`config.mk`:
```
export PLATFORM = sky130hd
export DESIGN_NAME = frame_uart_tx_flat
export DESIGN_NICKNAME = d
export VERILOG_FILES = /design/src/rtl/frame_uart_tx_if.sv /design/src/rtl/frame_uart_tx.sv /design/src/flat_wrapper.sv
export SDC_FILE = /design/constraint.sdc
export NUM_CORES = 1
export LEC_CHECK = 0
export CORE_MARGIN = 3
export CORE_UTILIZATION = 30
export CTS_CLUSTER_SIZE = 16
export DETAILED_ROUTE_END_ITERATION = 12
export PLACE_DENSITY = 0.48
export SLEW_MARGIN = 0
export SYNTH_ARGS = -nofsm -noshare
export SYNTH_HDL_FRONTEND = slang
export SYNTH_SLANG_ARGS = --single-unit
```
`constraint.sdc`:
```
create_clock -name clk -period 3.5 [get_ports clk]
set_clock_uncertainty 0.1 [all_clocks]
set_input_delay 1.05 -clock clk [delete_from_list [all_inputs] [get_ports clk]]
set_output_delay 1.05 -clock clk [all_outputs]
set_load 0.03 [all_outputs]
```
`src/rtl/frame_uart_tx_if.sv`:
```
// Frame-buffer read port plus UART/status signals of the frame transmitter.
// rd_en is a one-cycle read strobe qualifying rd_addr; rd_data is taken exactly one clock later (fixed latency, no back-pressure).
interface frame_uart_tx_if;
    logic        start;
    logic        rd_en;
    logic [15:0] rd_addr;
    logic [23:0] rd_data;
    logic        tx;
    logic        busy;
    logic        frame_done;

    modport master (
        input  start,
        input  rd_data,
        output rd_en,
        output rd_addr,
        output tx,
        output busy,
        output frame_done
    );

    modport slave (
        output start,
        output rd_data,
        input  rd_en,
        input  rd_addr,
        input  tx,
        input  busy,
        input  frame_done
    );
endinterface

```
`src/rtl/frame_uart_tx.sv`:
```
// Reads a frame of 24-bit RGB pixels and streams each as R,G,B bytes in 8N1 UART format.
// Two-clock read/latch gap between pixels; the three bytes of a pixel go back-to-back.
module frame_uart_tx #(
    parameter int CLK_FREQ = 100_000_000,
    parameter int BAUD     = 115200,
    parameter int PIXELS   = 40800
) (
    input  logic                   clk,
    input  logic                   reset,
    frame_uart_tx_if.master        bus,
    output logic [2:0]             state_o
);

    localparam int BIT = CLK_FREQ / BAUD;
    localparam int CW  = (BIT > 1) ? $clog2(BIT) : 1;
    localparam logic [CW-1:0] BAUD_RELOAD = CW'(BIT - 1);
    localparam logic [15:0]   LAST_PIXEL  = 16'(PIXELS - 1);

    typedef enum logic [2:0] {
        S_IDLE = 3'd0,
        S_READ = 3'd1,
        S_WAIT = 3'd2,
        S_SEND = 3'd3,
        S_DONE = 3'd4
    } state_e;

    state_e        state_q,    state_d;
    logic [15:0]   pix_cnt_q,  pix_cnt_d;
    logic [15:0]   addr_q,     addr_d;
    logic [23:0]   pix_q,      pix_d;
    logic [1:0]    byte_idx_q, byte_idx_d;
    logic [3:0]    bit_idx_q,  bit_idx_d;
    logic [CW-1:0] baud_q,     baud_d;
    logic          tx_q,       tx_d;
    logic [7:0]    cur_byte;

    always_ff @(posedge clk or posedge reset) begin
        if (reset) begin
            state_q    <= S_IDLE;
            pix_cnt_q  <= '0;
            addr_q     <= '0;
            pix_q      <= '0;
            byte_idx_q <= '0;
            bit_idx_q  <= '0;
            baud_q     <= '0;
            tx_q       <= 1'b1;
        end else begin
            state_q    <= state_d;
            pix_cnt_q  <= pix_cnt_d;
            addr_q     <= addr_d;
            pix_q      <= pix_d;
            byte_idx_q <= byte_idx_d;
            bit_idx_q  <= bit_idx_d;
            baud_q     <= baud_d;
            tx_q       <= tx_d;
        end
    end

    always_comb begin
        cur_byte = pix_q[23:16];
        case (byte_idx_q)
            2'd1:    cur_byte = pix_q[15:8];
            2'd2:    cur_byte = pix_q[7:0];
            default: cur_byte = pix_q[23:16];
        endcase
    end

    // tx_d is the level of the *next* bit, so tx_q changes exactly on bit boundaries.
    always_comb begin
        state_d    = state_q;
        pix_cnt_d  = pix_cnt_q;
        addr_d     = addr_q;
        pix_d      = pix_q;
        byte_idx_d = byte_idx_q;
        bit_idx_d  = bit_idx_q;
        baud_d     = baud_q;
        tx_d       = tx_q;

        case (state_q)
            S_IDLE: begin
                tx_d = 1'b1;
                if (bus.start) begin
                    addr_d  = pix_cnt_q;
                    state_d = S_READ;
                end
            end
            S_READ: begin
                state_d = S_WAIT;
            end
            S_WAIT: begin
                pix_d      = bus.rd_data;
                byte_idx_d = 2'd0;
                bit_idx_d  = 4'd0;
                baud_d     = BAUD_RELOAD;
                tx_d       = 1'b0;
                state_d    = S_SEND;
            end
            S_SEND: begin
                if (baud_q != '0) begin
                    baud_d = baud_q - CW'(1);
                end else begin
                    baud_d = BAUD_RELOAD;
                    if (bit_idx_q == 4'd9) begin
                        bit_idx_d = 4'd0;
                        if (byte_idx_q == 2'd2) begin
                            tx_d       = 1'b1;
                            byte_idx_d = 2'd0;
                            baud_d     = '0;
                            if (pix_cnt_q == LAST_PIXEL) begin
                                state_d = S_DONE;
                            end else begin
                                pix_cnt_d = pix_cnt_q + 16'd1;
                                addr_d    = pix_cnt_q + 16'd1;
                                state_d   = S_READ;
                            end
                        end else begin
                            byte_idx_d = byte_idx_q + 2'd1;
                            tx_d       = 1'b0;
                        end
                    end else if (bit_idx_q == 4'd8) begin
                        bit_idx_d = bit_idx_q + 4'd1;
                        tx_d      = 1'b1;
                    end else begin
                        bit_idx_d = bit_idx_q + 4'd1;
                        tx_d      = cur_byte[bit_idx_q[2:0]];
                    end
                end
            end
            S_DONE: begin
                pix_cnt_d = '0;
                tx_d      = 1'b1;
                state_d   = S_IDLE;
            end
            default: begin
                state_d = S_IDLE;
                tx_d    = 1'b1;
            end
        endcase
    end

    assign bus.rd_en      = (state_q == S_READ);
    assign bus.rd_addr    = addr_q;
    assign bus.tx         = tx_q;
    assign bus.busy       = (state_q == S_READ) || (state_q == S_WAIT) || (state_q == S_SEND);
    assign bus.frame_done = (state_q == S_DONE);
    assign state_o        = state_q;

endmodule

```
`src/flat_wrapper.sv`:
```
// flat-port wrapper written by rule: the top's interface ports become plain ports
module frame_uart_tx_flat 
#(
    parameter int CLK_FREQ = 100_000_000,
    parameter int BAUD     = 115200,
    parameter int PIXELS   = 40800
)
  (clk, reset, state_o, bus_start, bus_rd_data, bus_rd_en, bus_rd_addr, bus_tx, bus_busy, bus_frame_done);
  frame_uart_tx_if bus_i ();
  input  logic clk;
  input  logic reset;
  output logic [2:0] state_o;
  input wire logic [$bits(bus_i.start)-1:0] bus_start;
  input wire logic [$bits(bus_i.rd_data)-1:0] bus_rd_data;
  output wire logic [$bits(bus_i.rd_en)-1:0] bus_rd_en;
  output wire logic [$bits(bus_i.rd_addr)-1:0] bus_rd_addr;
  output wire logic [$bits(bus_i.tx)-1:0] bus_tx;
  output wire logic [$bits(bus_i.busy)-1:0] bus_busy;
  output wire logic [$bits(bus_i.frame_done)-1:0] bus_frame_done;
  assign bus_i.start = bus_start;
  assign bus_i.rd_data = bus_rd_data;
  assign bus_rd_en = bus_i.rd_en;
  assign bus_rd_addr = bus_i.rd_addr;
  assign bus_tx = bus_i.tx;
  assign bus_busy = bus_i.busy;
  assign bus_frame_done = bus_i.frame_done;
  frame_uart_tx #(.CLK_FREQ(CLK_FREQ), .BAUD(BAUD), .PIXELS(PIXELS)) u_core (.clk(clk), .reset(reset), .bus(bus_i), .state_o(state_o));
endmodule
```
==> results of run 1 <==
==> Yosys cell counts (all sizes together) <==
cell type,n,area [µm²]
and2,4,25.0
nor3,5,25.0
o2111ai,1,8.76
a22oi,2,15.0
or3,9,56.3
clkbuf,25,93.8
o31ai,6,45.0
a221oi,4,35.0
mux2,40,450
xor2,10,87.6
a21o,18,135
nand4,8,50.1
a21oi,26,130
a41oi,1,8.76
dfrtp,75,1880
nand2b,8,50.1
buf,3,27.5
or2,13,81.3
nor2,34,128
xnor2,7,61.3
inv,10,37.5
o22a,1,8.76
o21ai,16,83.8
o22ai,1,6.26
dfstp,1,26.3
a22o,4,35.0
a31oi,3,18.8
ha,5,62.6
or4b,1,13.8
nor4,4,40.0
nand3,11,55.1
and3,2,12.5
and4bb,1,12.5
a32o,3,30.0
nand3b,1,7.51
mux2i,1,10.0
a211oi,3,22.5
nand2,37,141
nor2b,7,43.8
==> final cells by class <==
class | count | area [µm²]
Multi-Input combinational cell | 297 | 2000
Clock buffer | 14 | 264
Clock inverter | 2 | 35.0
Timing Repair Buffer | 60 | 573
Tap cell | 172 | 215
Sequential cell | 76 | 1900
Inverter | 10 | 37.5
Fill cell | 1313 | 7900
==> worst min path at each step <==
stage	from	to	cells past startpoint
2_1_floorplan	u_core.baud_q[8]$_DFFE_PP0P_	u_core.baud_q[8]$_DFFE_PP0P_	2
3_3_place_gp	u_core.baud_q[8]$_DFFE_PP0P_	u_core.baud_q[8]$_DFFE_PP0P_	2
4_1_cts	u_core.bus.rd_addr[12]$_DFFE_PP0P_	u_core.bus.rd_addr[12]$_DFFE_PP0P_	1
5_1_grt	u_core.bus.rd_addr[12]$_DFFE_PP0P_	u_core.bus.rd_addr[12]$_DFFE_PP0P_	1
6_report	u_core.bus.rd_addr[12]$_DFFE_PP0P_	u_core.bus.rd_addr[12]$_DFFE_PP0P_	1
3_5_place_dp	u_core.bus.rd_addr[12]$_DFFE_PP0P_	u_core.bus.rd_addr[12]$_DFFE_PP0P_	1
==> power groups by stage <==
stage                     Combinational, µW  Clock [µW]  Sequential [µW]
after CTS                               283         965             1070
after floorplan                         203           0             1070
final                                   278         935             1070
after global routing                    321         998             1090
after detailed placement                282           0             1090
after global placement                  277           0             1080
==> per-stage QoR <==
| stage | cell area, µm² | std cells | hold WS (ns) |
|---|---|---|---|
| 6_report | 5030 | 631 | 0.399 |
| 4_1_cts | 5030 | 631 | 0.406 |
| 3_3_place_gp | 4730 | 615 | 0.386 |
| 3_5_place_dp | 4730 | 615 | 0.393 |
| 5_1_grt | 5030 | 631 | 0.422 |
| 2_1_floorplan | 4060 | 411 | 0.362 |
==> flip-flops by register name, summed over array words and instances, names as in the netlist <==
signal	flops
u_core.state_o	3
u_core.baud_q	10
u_core.bus.rd_addr	16
u_core.pix_cnt_q	16
u_core.pix_q	24
u_core.bus.tx	1
u_core.byte_idx_q	2
u_core.bit_idx_q	4
==> worst register-to-register path: stages, from the launching register on <==
cell and delay, ns:
dfrtp_1 0.42, inv_1 0.09, ha_1 0.21, or4b_4 0.53, nor4_4 0.32, nand2_1 0.13, or3_1 0.58, inv_1 0.21
mux2_2 0.17
==> cell usage in the layout, fill, tap and decap left out, types with 10 or more instances in the layout <==
cell,n
nand3_1,11
a21o_1,18
buf_4,11
nand2_1,36
mux2_2,40
o21ai_0,15
or2_2,13
dfrtp_1,75
xor2_1,10
clkdlybuf4s50_1,49
nor2_1,33
a21oi_1,26
==> logic make-up after synthesis <==
kind of cell	count (synthesis)
muxes	41
DFF	76
AOI/OAI and AO/OA	89
and+or+nand+nor	145
adders and majority gates	5
xor gates and xnor gates	17
buffers and inverters	38
==> metal layers <==
metal | share of wire [%] | vias up | track usage [%]
li1 | - | 1540 | -
met1 | 52 | 1505 | 19.8
met2 | 43 | 45 | 20.1
met3 | 3.2 | 9 | 2.53
met4 | 1.1 | 0 | 3.92
met5 | 0 | - | 0
==> flow_summary.json, run 1 <==
{
  "run_status": "completed",
  "critical_path.top_delay_family": "buffers and inverters",
  "grt_antenna_before_repair": 0,
  "startpoint": "u_core.state_o[1]$_DFFE_PP0P_",
  "timing.critical_path.depth": 3,
  "detail_route.iter0.violations": 211,
  "floorplan.initialDensity_pct": 31.4,
  "vdd_drop_max_mv": 0.186,
  "reg2reg_start": "u_core.baud_q[0]$_DFFE_PP0P_",
  "io_buffer_count": 49,
  "pre_cts_ws_ns": 0.538,
  "cp_cell_sequence": "nor2_1, nor2_1, clkdlybuf4s50_1",
  "detailedRoute.firstPassIterationCount": 4,
  "dieArea_um2": 15000,
  "postLayoutCoreUtil_pct": 38.9,
  "cts_repair_resize_count": 0,
  "syn_nets": 443,
  "combinationalPowerShare_pct": 12.2,
  "routed-via-count": 3099,
  "power_density_nw_per_um2": 454,
  "tightestPinTransition_ns": 0.627,
  "critical_register_to_register_path_endpoint": "u_core.pix_cnt_q[0]$_DFFE_PP0P_",
  "route.detailed.vias_per_inst": 4.91,
  "critical_path.max_stage_delay_ns": 0.72,
  "path_class": "reg -> out",
  "drt_wl_total_mm": 9.32,
  "seq_area_frac_synth_pct": 46.9,
  "critPathCaptureType": "output port",
  "cts.sinks": 76,
  "post_synth_and_or_nand_nor_area_fraction_pct": 18.3,
  "post-cts-setup-buffer-count": 0,
  "grt_setup_unrepaired": "false",
  "cp.required_ns": 2.35,
  "worst_slack_ns": 0.480,
  "finish.net_count": 486,
  "htree_levels": 3,
  "crit_path_end": "bus_busy",
  "wire_per_inst_um": 14.8,
  "cts-buffers-inserted": 9,
  "clock_power_share_pct": 40.9,
  "cp_bufs_invs": 1,
  "first_global_vias": 3166,
  "top_level_ports": 50,
  "critical-path-top-cell-by-count": "nor2_1",
  "fmax_ghz": 0.331,
  "clk_root_buffer_cell": "clkbuf_16",
  "clock_latency_ns": 0.33,
  "synth_seq_cells": 76,
  "critical-path-slowest-cell": "clkdlybuf4s50_1",
  "synth_compound_gate_area_share_pct": 14.4,
  "power_frac_seq_pct": 46.9,
  "syn_to_final_growth_pct": 23.9,
  "grt_start_max_net_pins": 25,
  "final.setup.tns_ns": 0,
  "core.rowCount": 41,
  "gr-usage-all-layers_pct": 13.4,
  "dp_hpwl_mm": 6.67,
  "ant_nets": 0,
  "globalplace.congestion": 0.810,
  "synth_mux_area_share_pct": 11.3,
  "insertedDiodeCount": 0,
  "power.switching_uw": 566,
  "layout_min_cycle_time_ns": 3.02,
  "r2r_slack_ns": 0.68,
  "tritoncts_clock_tree": "built",
  "holdCritPathClass": "reg -> reg",
  "maximum_fanout_encountered_on_the_critical_timing_path": 9,
  "fp.dieW_um": 122,
  "internal_power_uw": 1720,
  "drive_above_1_share_pct": 18.5,
  "power.share.switching_pct": 24.8,
  "clk_pin_slew_ns": 0.06,
  "report.final.hold_viol_count": 0,
  "grt_remaining_overflow": 0,
  "yosysUniqueCellTypes": 44,
  "grt_first_pass_wirelength_mm": 16.2,
  "finalCritPeriodShare_pct": 86.3,
  "clk_path_buf_depth": 2,
  "synth.cell_area_um2": 4060,
  "report.final.setup_viol": 0,
  "total_power_uw": 2280,
  "worst_ep_arrival_time_ns": 1.87,
  "core_area_um2": 12900,
  "yosys.area_share.adder_pct": 1.54,
  "yosys_warnings": 0,
  "worstSetupStartpointType": "register",
  "finalMaxSlewViolations": 0,
  "holdBufCountCts": 0,
  "floorplan.die.height_um": 122,
  "synth_cells": 411,
  "cap_violations": 0,
  "combinational_family_with_the_most_area_after_synthesis": "simple AND/OR/NAND/NOR gates",
  "slew_headroom_pct": 58.2,
  "synth_xor_area_share_pct": 3.67,
  "syn_avg_cell_area_um2": 9.88,
  "leakagePower_uw": 0.00228,
  "drcViolationCount": 0,
  "worstRegToRegCells": 8
}
(Power assumes the default switching activity.)
==> inputs of run 2 (changes only) <==
ABC_AREA = 1   (was unset)
CORE_MARGIN = unset   (was 3)
SLEW_MARGIN = unset   (was 0)
==> run 2 against run 1 <==
  * Clock-buffer cell count down 2
  * Final cell count up 21%
  * Sequential power down 16%
  * Highest routed layer unchanged
==> flow_summary.json, run 2 <==
{
  "holdCritStartpoint": "u_core.bus.rd_addr[4]$_DFFE_PP0P_",
  "layout_commonest_cell": "nand2_1",
  "synth_cells": 532,
  "critical_register_to_register_path_endpoint": "u_core.pix_cnt_q[8]$_DFFE_PP0P_",
  "report.final.setup_viol": 0,
  "clk_root_buffer_cell": "clkbuf_16",
  "critPathCaptureType": "output port",
  "insertedDiodeCount": 0,
  "yosysUniqueCellTypes": 33,
  "grt_antenna_before_repair": 0,
  "syn_nets": 564,
  "post-synth-top-area-fraction_pct": 44.5,
  "clk_pin_slew_ns": 0.05,
  "seq_area_frac_synth_pct": 45.1,
  "routed-via-count": 3477,
  "yosys.cell_count.top_type": "nand2_1",
  "grt_start_max_net_pins": 77,
  "worstRegToRegCells": 13,
  "regArea_um2": 1900,
  "synthArstFlopShare_pct": 100,
  "core_area_um2": 13500,
  "r2r_slack_ns": 1.27,
  "reg2reg_start": "u_core.baud_q[0]$_DFFE_PP0P_",
  "report.final.hold_viol_count": 0,
  "max_flop_register": "u_core.pix_q",
  "detailedRoute.firstPassIterationCount": 4,
  "holdCritPathClass": "reg -> reg",
  "clock_latency_ns": 0.35,
  "drive_above_1_share_pct": 11.1,
  "hold_end": "u_core.bus.rd_addr[4]$_DFFE_PP0P_",
  "area_of_combinational_cells_with_multiple_inputs_um2": 2030,
  "synth_seq_cells": 76,
  "finalCritPeriodShare_pct": 92.4,
  "finalMaxSlewViolations": 0,
  "dp_hpwl_mm": 7.26,
  "yosys-top-cells-count": "nand2_1 (194), dfrtp_1 (75), nand3_1 (43)",
  "run_status": "completed",
  "synth.cell_area_um2": 4220,
  "gr-usage-all-layers_pct": 15.7,
  "vdd_drop_max_mv": 0.211,
  "cp.required_ns": 2.35,
  "io_buffer_count": 49,
  "htree_levels": 3,
  "holdBufCountCts": 0,
  "finish.net_count": 614,
  "drt_wl_total_mm": 10.3,
  "tritoncts_clock_tree": "built",
  "detail_route.iter0.violations": 187,
  "grt_setup_unrepaired": "false",
  "worst_hold_slack_ns": 0.371,
  "floorplan.initialDensity_pct": 31.3,
  "fmax_ghz": 0.309,
  "num-fill-cells": 1409,
  "syn_avg_cell_area_um2": 7.92,
  "post_layout_nonfiller_instances": 763,
  "leakagePower_uw": 0.00244,
  "worst_slack_ns": 0.266,
  "clk_path_buf_depth": 2,
  "whs_path_depth": 2,
  "wire_per_inst_um": 13.5,
  "synth_top_area_cell": "dfrtp_1",
  "power_density_nw_per_um2": 407,
  "fp.dieW_um": 121,
  "floorplan.die.height_um": 121,
  "tightestPinTransition_ns": 1.11,
  "core.rowCount": 42,
  "synth-edff-count": 0,
  "slew_headroom_pct": 25.6,
  "worst_ep_arrival_time_ns": 2.08,
  "final.setup.tns_ns": 0,
  "cts-buffers-inserted": 9,
  "yosys_warnings": 0,
  "largest_register_ff_count": 24,
  "post-cts-setup-buffer-count": 0,
  "layout.cells.most_common_list": "nand2_1 (194), dfrtp_1 (75), clkdlybuf4s50_1 (49)",
  "cap_violations": 0,
  "route.detailed.vias_per_inst": 4.56,
  "drcViolationCount": 0,
  "grt_first_pass_wirelength_mm": 17.5,
  "cts_repair_resize_count": 0,
  "path_class": "reg -> out",
  "first_global_vias": 3558,
  "ys_top_cells_by_area": "dfrtp_1 (45%), nand2_1 (17%), mux2_2 (6.1%)",
  "worstSetupStartpointType": "register",
  "top_level_ports": 50,
  "layout_min_cycle_time_ns": 3.23,
  "post-place-cells": 747,
  "pre_cts_ws_ns": 0.604,
  "dieArea_um2": 14500,
  "synth_flop_cell": "dfrtp_1",
  "cts.sinks": 76,
  "maximum_fanout_encountered_on_the_critical_timing_path": 7,
  "grt_remaining_overflow": 0,
  "syn_to_final_growth_pct": 24.2,
  "postLayoutCoreUtil_pct": 38.9,
  "ant_nets": 0,
  "globalplace.congestion": 0.806
}
[run 2: kinds of logic after synthesis]
kind of cell | count (synthesis) | share of synthesized area [%]
adder cells (fa/ha/maj) | 5 | 1.48
multiplexers | 23 | 6.14
flip-flops | 76 | 45.1
AO/OA/AOI/OAI | 43 | 5.31
XOR/XNOR | 13 | 2.70
buffers and inverters | 62 | 6.68
AND/OR/NAND/NOR | 310 | 32.5
[run 2: routing by layer]
metal / track usage (%) / share of wire (%) / up-vias
met5: 0 / 0 / -
met4: 7.48 / 1.9 / 0
met3: 3.54 / 4.2 / 12
met2: 22.5 / 42 / 57
met1: 22.1 / 52 / 1608
li1: - / - / 1800
[run 2: report_power, final]
| group | leakage, µW | internal [µW] | switching (µW) |
|---|---|---|---|
| combinational | 0.00130 | 39.9 | 29.2 |
| clock | 0.000177 | 789 | 371 |
| sequential | 0.000968 | 893 | 7.30 |
| total | 0.00244 | 1720 | 407 |
[run 2: worst max path at each step]
stage / start / to / slack, ns / cells past startpoint
floorplan: reset / u_core.baud_q[0]$_DFFE_PP0P_ / 0.41 / 1
global placement: u_core.state_o[0]$_DFFE_PP0P_ / bus_frame_done / 0.64 / 4
detailed placement: u_core.state_o[0]$_DFFE_PP0P_ / bus_frame_done / 0.60 / 4
CTS: u_core.state_o[0]$_DFFE_PP0P_ / bus_frame_done / 0.22 / 4
global route: u_core.state_o[0]$_DFFE_PP0P_ / bus_frame_done / 0.13 / 4
finish: u_core.state_o[0]$_DFFE_PP0P_ / bus_frame_done / 0.27 / 4
[run 2: layout make-up]
cell class | count | area share (%)
clock inverter | 4 | 2.29
sequential | 76 | 36.3
inverter | 48 | 3.49
tap | 176 | 4.21
timing repair buffer | 53 | 10.2
clock buffer | 12 | 4.71
multi-input combinational | 394 | 38.8
[run 2: worst max-delay path, cell delays in order, from the launching register on]
cell	delay, ns
dfrtp_1	0.44
nor2_1	0.23
nand2_1	0.14
inv_1	0.22
clkdlybuf4s50_1	0.72
[run 2: stage by stage]
step | instance area [µm²] | power (µW)
global placement | 4870 | 986
finish | 5240 | 2130
CTS | 5240 | 2160
global route | 5240 | 2200
floorplan | 4220 | 943
detailed placement | 4870 | 988
==> inputs of run 3 (changes only) <==
CTS_BUF_LIST = sky130_fd_sc_hd__clkbuf_4 sky130_fd_sc_hd__clkbuf_8   (was unset)
==> run 3 against run 2 <==
  * Register-to-register slack hardly changed
  * Worst setup slack lost 0.020 ns
  * Final area fell by 1.8%
  * Via count fell by 0.66%
  * Clock-buffer cell count stayed put
  * Clock power down 21%
  * Sequential cell count unchanged
  * Final cell count unchanged
  * Total power is 11% lower
  * Die area unchanged
  * Sequential share of layout area increased by 0.66 points
==> flow_summary.json, run 3 (same netlist as run 2, synthesis figures left out) <==
{
  "routed-via-count": 3454,
  "grt_setup_unrepaired": "false",
  "leakagePower_uw": 0.00240,
  "first_global_vias": 3549,
  "drt_wl_total_mm": 10.3,
  "wire_per_inst_um": 13.5,
  "worst_slack_ns": 0.246,
  "combinationalPowerShare_pct": 3.7,
  "post-cts-setup-buffer-count": 0,
  "grt_start_max_net_pins": 77,
  "fp.dieW_um": 121,
  "io_buffer_count": 49,
  "worstSetupStartpointType": "register",
  "cts-buffers-inserted": 9,
  "postLayoutCoreUtil_pct": 38.2,
  "dp_hpwl_mm": 7.26,
  "cap_violations": 0,
  "tightestPinTransition_ns": 1.11,
  "clock_latency_ns": 0.36,
  "r2r_slack_ns": 1.26,
  "clk_pin_slew_ns": 0.07,
  "run_status": "completed",
  "report.final.setup_viol": 0,
  "htree_levels": 3,
  "cts.sinks": 76,
  "core.rowCount": 42,
  "power.switching_uw": 375,
  "power.share.switching_pct": 19.9,
  "route.detailed.vias_per_inst": 4.53,
  "vdd_drop_max_mv": 0.130,
  "floorplan.die.height_um": 121,
  "report.final.hold_viol_count": 0,
  "drcViolationCount": 0,
  "clk_root_buffer_cell": "clkbuf_8",
  "grt_remaining_overflow": 0,
  "layout.cells.most_common_list": "nand2_1 (194), dfrtp_1 (75), clkdlybuf4s50_1 (49)",
  "clk_path_buf_depth": 2,
  "finish.net_count": 614,
  "cp.required_ns": 2.35,
  "largest_register_ff_count": 24,
  "power_frac_seq_pct": 47.6,
  "grt_antenna_before_repair": 0,
  "detail_route.iter0.violations": 204,
  "tritoncts_clock_tree": "built",
  "final.setup.tns_ns": 0,
  "holdBufCountCts": 0,
  "maximum_fanout_encountered_on_the_critical_timing_path": 7,
  "worst_ep_arrival_time_ns": 2.10,
  "clock_power_share_pct": 48.8,
  "holdCritPathClass": "reg -> reg",
  "critical_path.max_stage_delay_ns": 0.72,
  "gr-usage-all-layers_pct": 15.5,
  "layout_commonest_cell": "nand2_1",
  "globalplace.congestion": 0.806,
  "finalMaxSlewViolations": 0,
  "critical_path.top_delay_family": "buffers and inverters",
  "critPathCaptureType": "output port",
  "grt_first_pass_wirelength_mm": 17.4,
  "ant_nets": 0,
  "syn_to_final_growth_pct": 22.0,
  "core_area_um2": 13500,
  "floorplan.initialDensity_pct": 31.3,
  "finalCritPeriodShare_pct": 93.0,
  "cts_repair_resize_count": 0,
  "max_flop_register": "u_core.pix_q",
  "power_density_nw_per_um2": 367,
  "path_class": "reg -> out",
  "drive_above_1_share_pct": 11.4,
  "insertedDiodeCount": 0,
  "pre_cts_ws_ns": 0.604,
  "detailedRoute.firstPassIterationCount": 4,
  "layout_min_cycle_time_ns": 3.25,
  "cp_bufs_invs": 2,
  "critical-path-slowest-cell": "clkdlybuf4s50_1",
  "fmax_ghz": 0.307,
  "worst_hold_slack_ns": 0.375,
  "internal_power_uw": 1510,
  "top_level_ports": 50,
  "slew_headroom_pct": 25.8,
  "dieArea_um2": 14500,
  "cp_cell_sequence": "nor2_1, nand2_1, inv_1, clkdlybuf4s50_1"
}
==> run 3: worst min-delay path: stages (launching register included) <==
cell,delay [ns]
dfrtp_1,0.34
nand2_1,0.05
nand2_1,0.05
==> run 3: path summary, 6_finish.rpt <==
check / endpoint / startpoint / depth (start not counted)
max: bus_frame_done / u_core.state_o[0]$_DFFE_PP0P_ / 4
min: u_core.bus.rd_addr[4]$_DFFE_PP0P_ / u_core.bus.rd_addr[4]$_DFFE_PP0P_ / 2
max reg2reg: u_core.pix_cnt_q[8]$_DFFE_PP0P_ / u_core.baud_q[0]$_DFFE_PP0P_ / 13
min reg2reg: u_core.bus.rd_addr[4]$_DFFE_PP0P_ / u_core.bus.rd_addr[4]$_DFFE_PP0P_ / 2
max in group asynchronous: u_core.bus.tx$_DFFE_PP1P_ / reset / 3
min in group asynchronous: u_core.pix_q[15]$_DFFE_PP0P_ / reset / 3
==> run 3: final cells by class <==
cell class              instances  area, µm²
clock buffers                  12        153
clock inverters                 4        120
fillers                      1424       8310
inverters                      48        183
multi-input cells             394       2030
flip-flops and latches         76       1900
well taps                     176        220
repair buffers                 53        533
==> run 3: per-layer routing <==
layer  global-route usage, %  vias up  routed length, µm
met5                       0        -                  0
met4                    7.18        0                 97
met3                    3.07        6                364
met2                    22.4       54               4410
met1                    22.2     1595               5430
li1                        -     1799                  -
==> run 3: metrics by stage <==
step / area [µm²] / cells / total power [µW]
6_report: 5140 / 763 / 1890
5_1_grt: 5140 / 763 / 1960
4_1_cts: 5140 / 763 / 1920
3_5_place_dp: 4870 / 747 / 988
3_3_place_gp: 4870 / 747 / 986
2_1_floorplan: 4220 / 532 / 943
==> run 3: power groups by stage <==
stage / sequential [µW] / clock, µW / combinational (µW)
2_1_floorplan: 913 / 0 / 29.4
3_3_place_gp: 916 / 0 / 70.3
5_1_grt: 901 / 981 / 77.3
3_5_place_dp: 916 / 0 / 72.1
4_1_cts: 899 / 949 / 72.1
6_report: 899 / 921 / 69.1
